<file path="config.mk">
export PLATFORM = sky130hd
export DESIGN_NAME = sccb_write_master
export DESIGN_NICKNAME = d
export VERILOG_FILES = /design/src/rtl/sccb_write_master.sv
export SDC_FILE = /design/constraint.sdc
export NUM_CORES = 1
export LEC_CHECK = 0
export BUFFER_PORTS_ARGS = -buffer_cell sky130_fd_sc_hd__buf_2
export CAP_MARGIN = 20
export CORE_MARGIN = 8
export CORE_UTILIZATION = 50
export CTS_CLUSTER_SIZE = 24
export DETAILED_ROUTE_END_ITERATION = 8
export GPL_TIMING_DRIVEN = 1
export PLACE_DENSITY = 0.7
export SLEW_MARGIN = 20
export SYNTH_ARGS = -nofsm -noshare
export SYNTH_HDL_FRONTEND = slang
export SYNTH_SLANG_ARGS = --single-unit
</file>
<file path="constraint.sdc">
create_clock -name clk -period 3.4 [get_ports clk]
set_input_delay 0.85 -clock clk [delete_from_list [all_inputs] [get_ports clk]]
set_output_delay 0.85 -clock clk [all_outputs]
set_load 0.03 [all_outputs]
</file>
<file path="src/rtl/sccb_write_master.sv">
`default_nettype none
// ============================================================================
//  Module   : sccb_write_master
//  Purpose  : Three-phase SCCB (I2C-compatible) register write master.
//             Each accepted request sends START, DEV_ADDR, req_addr and
//             req_data (9 bits each, MSB first, 9th bit released), then STOP.
//  Ports    : clk, resetn    - system clock, synchronous active-low reset
//             req_valid/ready, req_addr, req_data - one write per request
//             done           - one-cycle pulse when STOP completes
//             nack           - OR of the three 9th-bit samples
//             scl            - SCCB clock (push-pull)
//             sda_oe, sda_in - open-drain SDA pull-low enable / pad input
//  Revision : 1.0 - initial release
// ============================================================================
module sccb_write_master #(
   parameter int unsigned CLK_DIV  = 60,
   parameter logic [7:0]  DEV_ADDR = 8'h42
) (
   input  logic       clk,
   input  logic       resetn,
   input  logic       req_valid,
   output logic       req_ready,
   input  logic [7:0] req_addr,
   input  logic [7:0] req_data,
   output logic       done,
   output logic       nack,
   output logic       scl,
   output logic       sda_oe,
   input  logic       sda_in
);

   localparam int unsigned   DW        = (CLK_DIV > 2) ? $clog2(CLK_DIV) : 1;
   localparam logic [DW-1:0] c_DIV_MAX = DW'(CLK_DIV - 1);

   localparam logic [1:0] c_IDLE  = 2'd0;
   localparam logic [1:0] c_START = 2'd1;
   localparam logic [1:0] c_BITS  = 2'd2;
   localparam logic [1:0] c_STOP  = 2'd3;

   logic [1:0]    state_q, state_d;
   logic [DW-1:0] div_q, div_d;
   logic [1:0]    qtr_q, qtr_d;
   logic [3:0]    bit_q, bit_d;
   logic [1:0]    phase_q, phase_d;
   logic [7:0]    addr_q, addr_d;
   logic [7:0]    data_q, data_d;
   logic          nack_q, nack_d;
   logic          scl_q, scl_d;
   logic          sda_oe_q, sda_oe_d;
   logic          w_tick;
   logic          w_done;
   logic [7:0]    w_byte;
   logic          w_bit;

   always_comb begin
      state_d  = state_q;
      div_d    = div_q;
      qtr_d    = qtr_q;
      bit_d    = bit_q;
      phase_d  = phase_q;
      addr_d   = addr_q;
      data_d   = data_q;
      nack_d   = nack_q;
      w_done   = 1'b0;
      w_tick   = (state_q != c_IDLE) && (div_q == c_DIV_MAX);

      if (state_q != c_IDLE) begin
         div_d = w_tick ? '0 : div_q + DW'(1);
      end

      case (state_q)
         c_IDLE: begin
            if (req_valid) begin
               state_d = c_START;
               div_d   = '0;
               qtr_d   = 2'd0;
               bit_d   = 4'd0;
               phase_d = 2'd0;
               addr_d  = req_addr;
               data_d  = req_data;
               nack_d  = 1'b0;
            end
         end
         c_START: begin
            if (w_tick) begin
               if (qtr_q == 2'd1) begin
                  state_d = c_BITS;
                  qtr_d   = 2'd0;
               end else begin
                  qtr_d = qtr_q + 2'd1;
               end
            end
         end
         c_BITS: begin
            if (w_tick) begin
               // ACK slot: slave response sampled at the end of the high-going quarter
               if ((qtr_q == 2'd2) && (bit_q == 4'd8) && sda_in) begin
                  nack_d = 1'b1;
               end
               if (qtr_q == 2'd3) begin
                  qtr_d = 2'd0;
                  if (bit_q == 4'd8) begin
                     bit_d = 4'd0;
                     if (phase_q == 2'd2) begin
                        state_d = c_STOP;
                     end else begin
                        phase_d = phase_q + 2'd1;
                     end
                  end else begin
                     bit_d = bit_q + 4'd1;
                  end
               end else begin
                  qtr_d = qtr_q + 2'd1;
               end
            end
         end
         default: begin
            if (w_tick) begin
               if (qtr_q == 2'd2) begin
                  state_d = c_IDLE;
                  qtr_d   = 2'd0;
                  w_done  = 1'b1;
               end else begin
                  qtr_d = qtr_q + 2'd1;
               end
            end
         end
      endcase

      // Bus pins are decoded from the next-state position so they change
      // exactly on the tick that enters each quarter.
      case (phase_d)
         2'd0:    w_byte = DEV_ADDR;
         2'd1:    w_byte = addr_d;
         default: w_byte = data_d;
      endcase
      w_bit = w_byte[3'd7 - bit_d[2:0]];

      case (state_d)
         c_IDLE: begin
            scl_d    = 1'b1;
            sda_oe_d = 1'b0;
         end
         c_START: begin
            scl_d    = (qtr_d == 2'd0);
            sda_oe_d = 1'b1;
         end
         c_BITS: begin
            scl_d    = qtr_d[1];
            sda_oe_d = (bit_d == 4'd8) ? 1'b0 : ~w_bit;
         end
         default: begin
            scl_d    = (qtr_d != 2'd0);
            sda_oe_d = (qtr_d != 2'd2);
         end
      endcase
   end

   always_ff @(posedge clk) begin
      if (!resetn) begin
         state_q  <= c_IDLE;
         div_q    <= '0;
         qtr_q    <= 2'd0;
         bit_q    <= 4'd0;
         phase_q  <= 2'd0;
         addr_q   <= 8'd0;
         data_q   <= 8'd0;
         nack_q   <= 1'b0;
         scl_q    <= 1'b1;
         sda_oe_q <= 1'b0;
      end else begin
         state_q  <= state_d;
         div_q    <= div_d;
         qtr_q    <= qtr_d;
         bit_q    <= bit_d;
         phase_q  <= phase_d;
         addr_q   <= addr_d;
         data_q   <= data_d;
         nack_q   <= nack_d;
         scl_q    <= scl_d;
         sda_oe_q <= sda_oe_d;
      end
   end

   assign req_ready = (state_q == c_IDLE);
   assign done      = w_done;
   assign nack      = nack_q;
   assign scl       = scl_q;
   assign sda_oe    = sda_oe_q;

endmodule
`default_nettype wire

</file>
== After elaboration in Yosys (flattened, before gate mapping) ==
Cells that the tools add are included.

* Output and inout port bits: 5
* Register bits: 35
* Input bits: 20
* Logic and storage cells: 95

* Multiplexer cells: 50
* Equal/unequal tests: 16
* $lt $le $gt $ge: 1
* Reductions and logical operators: 12
* Bitwise logic cells: 1
* Add/subtract/negate cells: 5

{| class="wikitable"
|+ Operators by type and width
! cell !! count
|-
| two-way mux 2 bit || 21
|-
| two-way mux 8 bit || 4
|-
| two-way mux 6 bit || 4
|-
| two-way mux 4 bit || 4
|-
| one-hot mux 8 bit (2 select lines) || 1
|-
| one-hot mux 2 bit (3 select lines) || 2
|-
| == test 2 bit (second input constant) || 5
|-
| == test 2 x 1 -> 1 bit (second input constant) || 4
|-
| == test 4 bit (second input constant) || 2
|-
| zero test 2 bit || 4
|-
| two-way mux 1 bit || 8
|-
| != test 2 bit (second input constant) || 4
|-
| one-hot mux 4 bit (2 select lines) || 1
|-
| adder 6 x 1 -> 6 bit (second input constant) || 1
|-
| == test 6 bit (second input constant) || 1
|-
| one-hot mux 1 bit (3 select lines) || 2
|-
| nonzero test 2 bit || 3
|-
| adder 2 x 1 -> 2 bit (second input constant) || 2
|-
| adder 4 x 1 -> 4 bit (second input constant) || 1
|-
| < comparator 3 x 4 -> 1 bit (second input constant) || 1
|-
| one-hot mux 2 bit (2 select lines) || 1
|-
| AND reduction 4 bit || 1
|-
| binary-select mux 1 bit (select 3 bit) || 1
|-
| logical AND 1 bit || 3
|-
| other kinds (4) || 4
|}

== Depth between registers and ports, before layout ==
Gate-level depths: netlist of the first run.

* Depth after elaboration: 13
* Mapped depth: 9
* Gate-level depth less buffers: 9

== Worst setup path before layout of the first run ==
No wires, ideal clock.

* Path type: register -> register
* Start point: reg qtr_q[1]
* End point: reg sda_oe_q, in the netlist sda_oe
* Period minus slack after synthesis: 2.522 ns
* Slack: 0.878 ns
* Path buffers: 0
* Cell stages (with the launch flop): 9
* Arrival time: 2.465 ns
* Library setup time: 0.058 ns
* Required time: 3.342 ns
* Cells stage by stage: dfxtp_1 -> ha_1 -> or2b_1 -> nor4_4 -> mux2i_1 -> a22oi_1 -> o32a_1 -> a211oi_2 -> a211o_1

* Cells in the longest elaborated chain, start to end: 11
* Elaborated cells on any way between the ends: 39
* Classes of those cells: add/sub: 2; eq/ne: 8; mux: 26; bitwise: 1; reduce/logical: 2

{| class="wikitable"
|+ Ends and longest elaborated chain
! item !! line !! RTL
|-
| start: declaration || 42 || <nowiki>logic [1:0] qtr_q, qtr_d;</nowiki>
|-
| start signal: assignment || 174 || <nowiki>qtr_q <= qtr_d;</nowiki>
|-
| branches (longest 10 deep; another with subtractor 3 bit) || - ||
|-
| one-hot mux 1 bit (3 select lines) * || 139 || <nowiki>case (state_d)</nowiki>
|-
| end signal: assignment || 181 || <nowiki>sda_oe_q <= sda_oe_d;</nowiki>
|-
| end: declaration || 49 || <nowiki>logic sda_oe_q, sda_oe_d;</nowiki>
|}

Mark *: on every way between the ends. The select of a mux whose other input is x is not followed.
A chain may end at the register's enable or synchronous reset.

== Worst setup path in the final report of the first run ==
* Start point: reg div_q[0]
* End point: reg sda_oe_q, in the netlist sda_oe

* Cells in the longest elaborated chain, start to end: 11
* Elaborated cells on any way between the ends: 28
* Classes of those cells: add/sub: 1; eq/ne: 6; mux: 17; bitwise: 1; reduce/logical: 3

{| class="wikitable"
|+ Ends and longest elaborated chain
! item !! line !! RTL
|-
| start: declaration || 41 || <nowiki>logic [DW-1:0] div_q, div_d;</nowiki>
|-
| start signal: assignment || 173 || <nowiki>div_q <= div_d;</nowiki>
|-
| == test 6 bit * || 65 || <nowiki>w_tick = (state_q != c_IDLE) && (div_q == c_DIV_MAX);</nowiki>
|-
| logical AND 1 bit * || 65 ||
|-
| branches (longest 8 deep; another with subtractor 3 bit) || - ||
|-
| one-hot mux 1 bit (3 select lines) * || 139 ||
|}

Marks and branches as above.

==> results.md, run 1 <==
* Most frequent cells in the layout: nand2_1 (43), dfxtp_1 (35), buf_2 (24), nor2_1 (15), a21boi_0 (15)
* Antenna viol nets, final at 0
* Wire length per cell at 14.8 microns
* Seq cells post-synth at 35
* Syn nets at 286
* CTS tree: built
* H-Tree Level Count at 2
* Max Freq at ~370 MHz
* Yosys top cell area share at ~33%
* Post-CTS resize count at 0
* Power Total at about 0.0008 W
* Number of flops mapped to enable cells by yosys at 0
* Worst-Skew Late Latency at ~290 ps
* Distinct cells, synth at 56
* Outcome: completed
* Iteration-0 DRC Markers at about 170
* Setup CP Type: reg2reg
* Cell taking the most area after synthesis: dfxtp_1
* Slew @ Worst Pin at roughly 560 ps
* Hold_buf cts at 0
* Non-Filler Instances at 329
* I/O pin count at 25
* Syn_area_per_cell at 8.19 sq um
* Largest net degree at the start of global routing at 28
* Detailed-route via count at approximately 1900
* Synthesis warning total at 0
* Final Net Count at between 300 and 400
* Arr. time, crit path at a little under 3000 ps
* Row Count at 23
* Seq/Total Area, Yosys at between 30% and 40%
* Main area contributors after synthesis: dfxtp_1 (33%), nand2_1 (7.7%), ha_1 (6.0%), a21boi_0 (5.4%), mux2i_1 (3.8%)
* Max-Cap Viols at 0
* Area Growth Syn to Fin at 11.6%
* Crit share post-route at approximately four fifths
* Root Buffer: clkbuf_8
* LEAKAGE at about 0.9 nW
* Max-slew violation count at 0
* Antenna Cells at 0
* CP Capture Type: flip-flop
* Final Hold Viols at 0
* Final setup viols at 0
* Via density at 5.76
* Initial antenna violation count at 0
* Relative max-transition margin at between 60% and 70%
* Min-delay worst type: reg2reg
* Power Density at ~350 mW/mm^2
* Crit-path max FO at 8
* RSZ-0062 raised after global routing: false
* DIE HEIGHT at about 80 microns
* Most common cell after layout, fill and taps aside: nand2_1
* CP peak stage delay at 460 ps
* Crit path required time at 3640 ps
* Ys flop type: dfxtp_1
* Crit start category: flip-flop
* Final setup skew at approximately 4.4 ps
* Crit-path slowest cell: mux2i_1
* Layout Cell Area excl Fill at between 0.002 and 0.0025 sq mm
* Remaining Overflow, GRT at 0
* Clock slew at reported path FFs at ~70 ps
* GRT Util Overall at about 16%
* Detailed Routing Iterations Pass 1 at 4
* First-pass GRT wire length at approximately 8400 microns
* FILL cells at ~390
* # DRC at 0
* Die ar. at 0.00652 sq mm
* Setup bufs post-CTS at 0
* Starting density of the core at a little over half
* Share of cells above drive strength 1 at 17.2%
* Post-Place Cell Area at around 0.0023 sq mm
* Chain of cells forming the critical path: ha_1, nand4_4, nor4_4, buf_4, mux2i_1, a22oi_1, o32a_1, a211oi_2, a211o_1
* Drt total wl at just under 5000 microns
* Vias in the first global route at roughly 1800
* Ys async rst share at 0%
* Hpwl dp at ~3600 microns
* Post-Synthesis Cells at around 260
* Placed Cells at roughly 320
* Post-layout minimum cycle time at 2680 ps
* Gpl congestion at 0.836
* Post-Route Utilization at between 50 and 60%
* Core Area at about 0.0040 sq mm
* Mapped Area at 0.00210 sq mm
* Worst-case clock buffer depth at 2
* Num Clock Sinks at 35
* Max rail drop VDD at 0.259 mV
* Chip width at slightly above 80 microns
* Setup TNS at 0 ps
* CTS Buf Count at 5
* Port Buffer Count at 24
worst max-delay path: cells and delay by family, from the launching register on:
family / cells / cell delay, ps
buffers and inverters: 1 / 220
adders and majority gates: 1 / 270
muxes: 1 / 460
DFF: 1 / 370
and+or+nand+nor: 2 / 520
AOI/OAI and AO/OA: 4 / 780
layout make-up:
type	count	area (sq um)	share of cell area, %
clock buffer	6	72.6	3.10
clock inverter	2	12.5	0.535
inverter	13	48.8	2.09
multi-input combinational	195	1290	55.2
sequential	35	701	30.0
tap	50	62.6	2.68
timing repair buffer	28	150	6.42
synth_stat cells (all sizes together) (4+ instances only):
| library cell | count |
|---|---|
| ha | 10 |
| nand2 | 43 |
| nor3 | 4 |
| o21ai | 12 |
| and2 | 10 |
| a21boi | 15 |
| a211oi | 6 |
| a21oi | 11 |
| nand4 | 7 |
| clkbuf | 10 |
| dfxtp | 35 |
| inv | 13 |
| nor2 | 15 |
| o211ai | 4 |
| mux2i | 8 |
registers in the layout (all words and copies together) (netlist names):
signal / flops
addr_q: 8
bit_q: 4
data_q: 8
div_q: 6
nack: 1
phase_q: 2
qtr_q: 2
scl: 1
sda_oe: 1
state_q: 2
worst paths after layout:
kind | slack (ps) | cells past startpoint | end | from
max | 720 | 9 | sda_oe | div_q[0]
min | 470 | 2 | addr_q[5] | addr_q[5]
max reg2reg | 720 | 9 | sda_oe | div_q[0]
min reg2reg | 470 | 2 | addr_q[5] | addr_q[5]
where the power goes:
group          internal [W]  switching (W)  leakage [nW]  total [W]
combinational     0.0000350      0.0000498         0.560  0.0000848
sequential         0.000425     0.00000974         0.285   0.000434
clock              0.000143       0.000153        0.0412   0.000296
total              0.000603       0.000212         0.887   0.000815
routing by layer:
metal,vias to the layer above,routed length (microns),track usage (%)
li1,950,-,-
met1,891,2270,19.9
met2,45,2320,26.7
met3,8,193,4.08
met4,0,80,5.89
met5,-,0,0
logic make-up after synthesis:
kind of cell	after synthesis	share of synthesized area (%)
AND/OR/NAND/NOR	104	26.5
AO/OA/AOI/OAI	70	23.8
flip-flops	35	33.4
buffers and inverters	26	5.19
adder cells (fa/ha/maj)	10	5.97
multiplexers	8	3.82
XOR/XNOR	3	1.25
stage by stage:
| stage | setup slack (ps) | hold slack, ps |
|---|---|---|
| floorplan | 878 | 438 |
| global placement | 660 | 457 |
| detailed placement | 598 | 462 |
| CTS | 735 | 472 |
| global route | 504 | 497 |
| finish | 719 | 466 |
No activity file was read; power rests on OpenSTA's default activity.
==> run 2, diff against run 1 <==
--- a/config.mk
+++ b/config.mk
@@ -12,7 +12,7 @@
 export CTS_CLUSTER_SIZE = 24
 export DETAILED_ROUTE_END_ITERATION = 8
 export GPL_TIMING_DRIVEN = 1
-export PLACE_DENSITY = 0.7
+export PLACE_DENSITY = 0.73
 export SLEW_MARGIN = 20
 export SYNTH_ARGS = -nofsm -noshare
 export SYNTH_HDL_FRONTEND = slang
==> constraint.sdc (replaced) <==
create_clock -name clk -period 2.4 [get_ports clk]
set_input_delay 0.6 -clock clk [delete_from_list [all_inputs] [get_ports clk]]
set_output_delay 0.6 -clock clk [all_outputs]
set_load 0.03 [all_outputs]
==> run 2 against run 1 <==
Sequential power grew 41%. Wire length grew 11%. Die area is the same. Setup slack lost 660 ps. Clock-buffer cell count shrank 1. Critical path type unchanged. Worst hold slack gained 2.9 ps. Design area grew 11%.
==> results.md, run 2 (synthesis gave the netlist of run 1 again) <==
* CP most frequent cell: buf_6
* Most common cell after layout, fill and taps aside: nand2_1
* Detailed Routing Iterations Pass 1 at 4
* Port Buffer Count at 24
* Arr. time, crit path at 2530 ps
* Worst reg2reg startpoint: qtr_q[0]
* Worst-case clock buffer depth at 2
* Core Area at 0.00403 sq mm
* CTS Buf Count at 5
* Chip width at just over 80 microns
* CP peak stage delay at 360 ps
* First-pass GRT wire length at 9050 microns
* Hold depth at 2
* Max-Cap Viols at 0
* Crit share post-route at a little over nine tenths
* Die ar. at about 0.0065 sq mm
* Drt total wl at between 5000 and 6000 microns
* Crit-path slowest cell: dfxtp_4
* CTS tree: built
* Hold_buf cts at 0
* DIE HEIGHT at just over 80 microns
* Vias in the first global route at between 1500 and 2000
* Final Net Count at 330
* Gpl congestion at 0.956
* Max-slew violation count at 0
* Area Growth Syn to Fin at 24.1%
* Row Count at 23
* Final Hold Viols at 0
* Starting density of the core at about 52%
* Max Freq at 427 MHz
* Detailed-route via count at between 1500 and 2000
* Num Clock Sinks at 35
* Via density at roughly 5.7
* I/O pin count at 25
* Worst-case reg-to-reg path depth at 10
* Clock slew at reported path FFs at roughly 80 ps
* H-Tree Level Count at 2
* Share of cells above drive strength 1 at 26.6%
* Hold Path Origin: data_q[5]
* Power Density at between 400 and 500 mW/mm^2
* Most frequent cells in the layout: nand2_1 (43), dfxtp_1 (33), buf_2 (24), buf_4 (24), a21boi_0 (15)
* Relative max-transition margin at a little over two thirds
* Power Total at between 0.001 and 0.0015 W
* Antenna Cells at 0
* Max rail drop VDD at about 0.34 mV
* Outcome: completed
* RSZ-0062 raised after global routing: true
* GRT Util Overall at 17.4%
* Initial antenna violation count at 0
* R2R Setup Slk at between 50 and 60 ps
* Remaining Overflow, GRT at 0
* Crit-path max FO at 6
* Hpwl dp at between 4000 and 5000 microns
* Final hold slack at between 400 and 500 ps
* Crit path required time at around 2600 ps
* CP Capture Type: flip-flop
* Biggest regs: addr_q: 8 flops, data_q: 8 flops, div_q: 6 flops
* # DRC at 0
* Reg-to-reg endpoint: sda_oe
* Root Buffer: clkbuf_8
* Worst-Skew Late Latency at roughly 290 ps
* Antenna viol nets, final at 0
* LEAKAGE at slightly above 1 nW
* Min-delay worst type: reg2reg
* Setup CP Type: reg2reg
* Post-layout minimum cycle time at 2340 ps
* Chain of cells forming the critical path: ha_4, or2b_1, nor4_4, buf_6, buf_6, mux2i_2, o221ai_1, o211ai_1, a21oi_1, a211o_1
* Slew @ Worst Pin at ~450 ps
* Final setup viols at 0
* Iteration-0 DRC Markers at approximately 150
* Wire length per cell at between 15 and 20 microns
* Final setup skew at 8.33 ps
* Worst Hold Endpoint: data_q[5]
* Largest net degree at the start of global routing at 18
* Crit start category: flip-flop
[run 2: how the worst max path moves through the flow]
stage	from	end	slack, ps
after floorplan	qtr_q[0]	sda_oe	-70
after global placement	qtr_q[0]	sda_oe	40
after detailed placement	qtr_q[0]	sda_oe	6
after CTS	div_q[1]	sda_oe	0.4
after global routing	bit_q[0]	sda_oe	-30
final	qtr_q[0]	sda_oe	60
[run 2: area by class of cell]
cell class | count | area (sq um)
Timing Repair Buffer | 50 | 323
Clock inverter | 3 | 43.8
Fill cell | 363 | 1430
Tap cell | 50 | 62.6
Sequential cell | 35 | 708
Multi-Input combinational cell | 195 | 1350
Inverter | 13 | 48.8
Clock buffer | 5 | 68.8
[run 2: worst max-delay path, delay by kind of cell, from the launching register on]
kind | cells | cell delay [ps]
AOI/OAI and AO/OA | 4 | 630
DFF | 1 | 360
muxes | 1 | 250
adders and majority gates | 1 | 140
and+or+nand+nor | 2 | 560
buffers and inverters | 2 | 310
[run 2: routing by layer]
metal / part of all wire [%] / GRT usage [%] / vias up
li1: - / - / 1003
met1: 47 / 23.0 / 932
met2: 47 / 28.2 / 54
met3: 4.9 / 3.86 / 5
met4: 0.66 / 4.29 / 0
met5: 0 / 0 / -
[run 2: repair_timing]
| item | CTS | global route |
|---|---|---|
| pin swaps | 1 | 2 |
| resized for setup | 1 | 8 |
| setup buffers | 0 | 3 |
| endpoints found under the setup margin | 1 | 3 |
[run 2: power breakdown]
part           internal (W)  switching (W)
Sequential         0.000599      0.0000125
Clock              0.000309       0.000223
Combinational     0.0000570      0.0000762
Total              0.000965       0.000312
[run 2: per-stage QoR]
stage | setup slack, ps | std cells | util (%) | cell area, sq um | setup TNS (ps)
5_1_grt | -25.6 | 351 | 64.5 | 2600 | -25.6
3_5_place_dp | 6.13 | 340 | 60.2 | 2420 | 0
2_1_floorplan | -66.3 | 256 | - | 2120 | -66.3
4_1_cts | 0.420 | 348 | 63.0 | 2540 | 0
6_report | 58.5 | 351 | 64.5 | 2600 | 0
3_3_place_gp | 40.5 | 340 | 60.2 | 2420 | 0
==> run 3, diff against run 2 <==
--- a/config.mk
+++ b/config.mk
@@ -6,13 +6,12 @@
 export NUM_CORES = 1
 export LEC_CHECK = 0
 export BUFFER_PORTS_ARGS = -buffer_cell sky130_fd_sc_hd__buf_2
-export CAP_MARGIN = 20
 export CORE_MARGIN = 8
-export CORE_UTILIZATION = 50
+export CORE_UTILIZATION = 52
 export CTS_CLUSTER_SIZE = 24
 export DETAILED_ROUTE_END_ITERATION = 8
 export GPL_TIMING_DRIVEN = 1
-export PLACE_DENSITY = 0.73
+export PLACE_DENSITY = 0.75
 export SLEW_MARGIN = 20
 export SYNTH_ARGS = -nofsm -noshare
 export SYNTH_HDL_FRONTEND = slang
==> run 3 against run 2 <==
Global-route usage is 0.27 points higher. Critical path depth shrank 5. Wire length decreased by 1.8%. Combinational power about the same. Sequential cell count unchanged. Highest routed layer unchanged. Clock skew is 1.5 ps lower. Via count decreased by 0.60%. Worst hold slack worse by 8.8 ps.
==> results.md, run 3 (synthesis gave the netlist of run 1 again) <==
* Max rail drop VDD at approximately 0.35 mV
* GRT Util Overall at 17.7%
* Count of buffer and inverter cells on the critical path at 1
* Slew @ Worst Pin at ~520 ps
* Crit path max-delay family: simple AND/OR/NAND/NOR gates
* Gpl congestion at between 0.9 and 1
* Wire length on met2 at roughly 2500 microns
* Port Buffer Count at 24
* Crit-path slowest cell: dfxtp_1
* Max-Cap Viols at 0
* Antenna Cells at 0
* RSZ-0062 raised after global routing: true
* CP peak stage delay at around 400 ps
* Crit-path max FO at 7
* Crit start category: flip-flop
* Crit share post-route at a little over nine tenths
* Clock slew at reported path FFs at 70 ps
* Power Density at between 400 and 500 mW/mm^2
* CP Capture Type: output port
* Relative max-transition margin at between 60% and 70%
* Final Hold Viols at 0
* Final setup viols at 0
* H-Tree Level Count at 2
* Hold_buf cts at 0
* Post-layout minimum cycle time at about 2300 ps
* I/O pin count at 25
* Detailed-route via count at 1982
* Arr. time, crit path at roughly 1700 ps
* CTS tree: built
* Largest net degree at the start of global routing at 22
* First-pass GRT wire length at 8890 microns
* Setup CP Type: reg2out
* Biggest regs: addr_q: 8 flops, data_q: 8 flops, div_q: 6 flops
* Drt total wl at around 5300 microns
* Vias in the first global route at between 1500 and 2000
* Starting density of the core at 53.2%
* Antenna viol nets, final at 0
* Die ar. at roughly 0.0063 sq mm
* WL met3 at 305 microns
* CTS Buf Count at 5
* Iteration-0 DRC Markers at between 200 and 250
* Initial antenna violation count at 0
* Worst-Skew Late Latency at just under 300 ps
* Area Growth Syn to Fin at 22.5%
* Hpwl dp at 3920 microns
* Num Clock Sinks at 35
* Chip width at between 70 and 80 microns
* Post-Route Utilization at around two thirds
* Min-delay worst type: reg2reg
* # DRC at 0
* Max-slew violation count at 0
* DIE HEIGHT at about 79 microns
* Max Freq at roughly 440 MHz
* Share of cells above drive strength 1 at roughly 27%
* DR top layer: met4
* M1 WL at 2390 microns
* Root Buffer: clkbuf_8
* LEAKAGE at between 0.9 and 1 nW
* Wire length per cell at 15.5 microns
* Final setup skew at 6.81 ps
* Remaining Overflow, GRT at 0
* Worst-case clock buffer depth at 2
* Outcome: completed
* Most common cell after layout, fill and taps aside: nand2_1
* Post-Place Cell Area at approximately 0.0024 sq mm
* Most frequent cells in the layout: nand2_1 (43), dfxtp_1 (30), buf_2 (24), buf_4 (16)
* Detailed Routing Iterations Pass 1 at 4
* Chain of cells forming the critical path: ha_4, and4_2, nand4_1, nor2_1, buf_2
* Via density at about 5.8
* Final Net Count at 323
* Crit path required time at approximately 1800 ps
* Row Count at 23
* Core Area at 0.00394 sq mm
* Layout Cell Area excl Fill at 0.00257 sq mm
## run 3: per-layer routing
metal | global-route usage, % | vias to the layer above
met3 | 4.50 | 10
met4 | 7.59 | 0
met5 | 0 | -
li1 | - | 990
met1 | 22.5 | 920
met2 | 27.5 | 62
## run 3: layout make-up
class	instances	area [sq um]
clock buffers	7	108
clock inverters	1	5.00
fillers	325	1380
inverters	13	48.8
multi-input cells	195	1360
flip-flops and latches	35	712
well taps	50	62.6
repair buffers	43	274
## run 3: timing repair
item	CTS	global route
setup buffers	2	1
pin swaps	1	3
setup endpoints to repair	1	3
resized for setup	1	15
endpoints found under the hold margin	0	0
## run 3: where the power goes
group          internal (W)  switching [W]  total (W)  leakage (nW)
sequential         0.000599      0.0000120   0.000611         0.288
combinational     0.0000564      0.0000778   0.000134         0.639
clock              0.000294       0.000218   0.000512        0.0594
total              0.000950       0.000308    0.00126         0.987
## run 3: worst register-to-register path: stages, from the launching register on
cell and delay (ps):
dfxtp_2 330, inv_2 70, ha_2 180, nand3b_1 170, nor4_4 260, buf_6 170, buf_6 140, mux2i_1 270
a221oi_1 120, o21ai_1 170, a211oi_2 80, a211o_1 230
## run 3: metrics by stage
step	setup slack, ps	power [W]	hold WS [ps]	setup TNS, ps	instances
final	102	0.00126	460	0	344
after global routing	-48.1	0.00131	481	-63.8	344
after CTS	21.4	0.00126	465	0	343
after detailed placement	7.39	0.000755	455	0	333
after global placement	38.4	0.000753	454	0	333
after floorplan	-66.3	0.000706	438	-66.3	256
## run 3: worst paths after layout
check           start  slack [ps]     end  cells after the start
max          div_q[1]         100    done                      5
min              nack         460    nack                      2
max reg2reg  bit_q[0]         110  sda_oe                     11
min reg2reg      nack         460    nack                      2
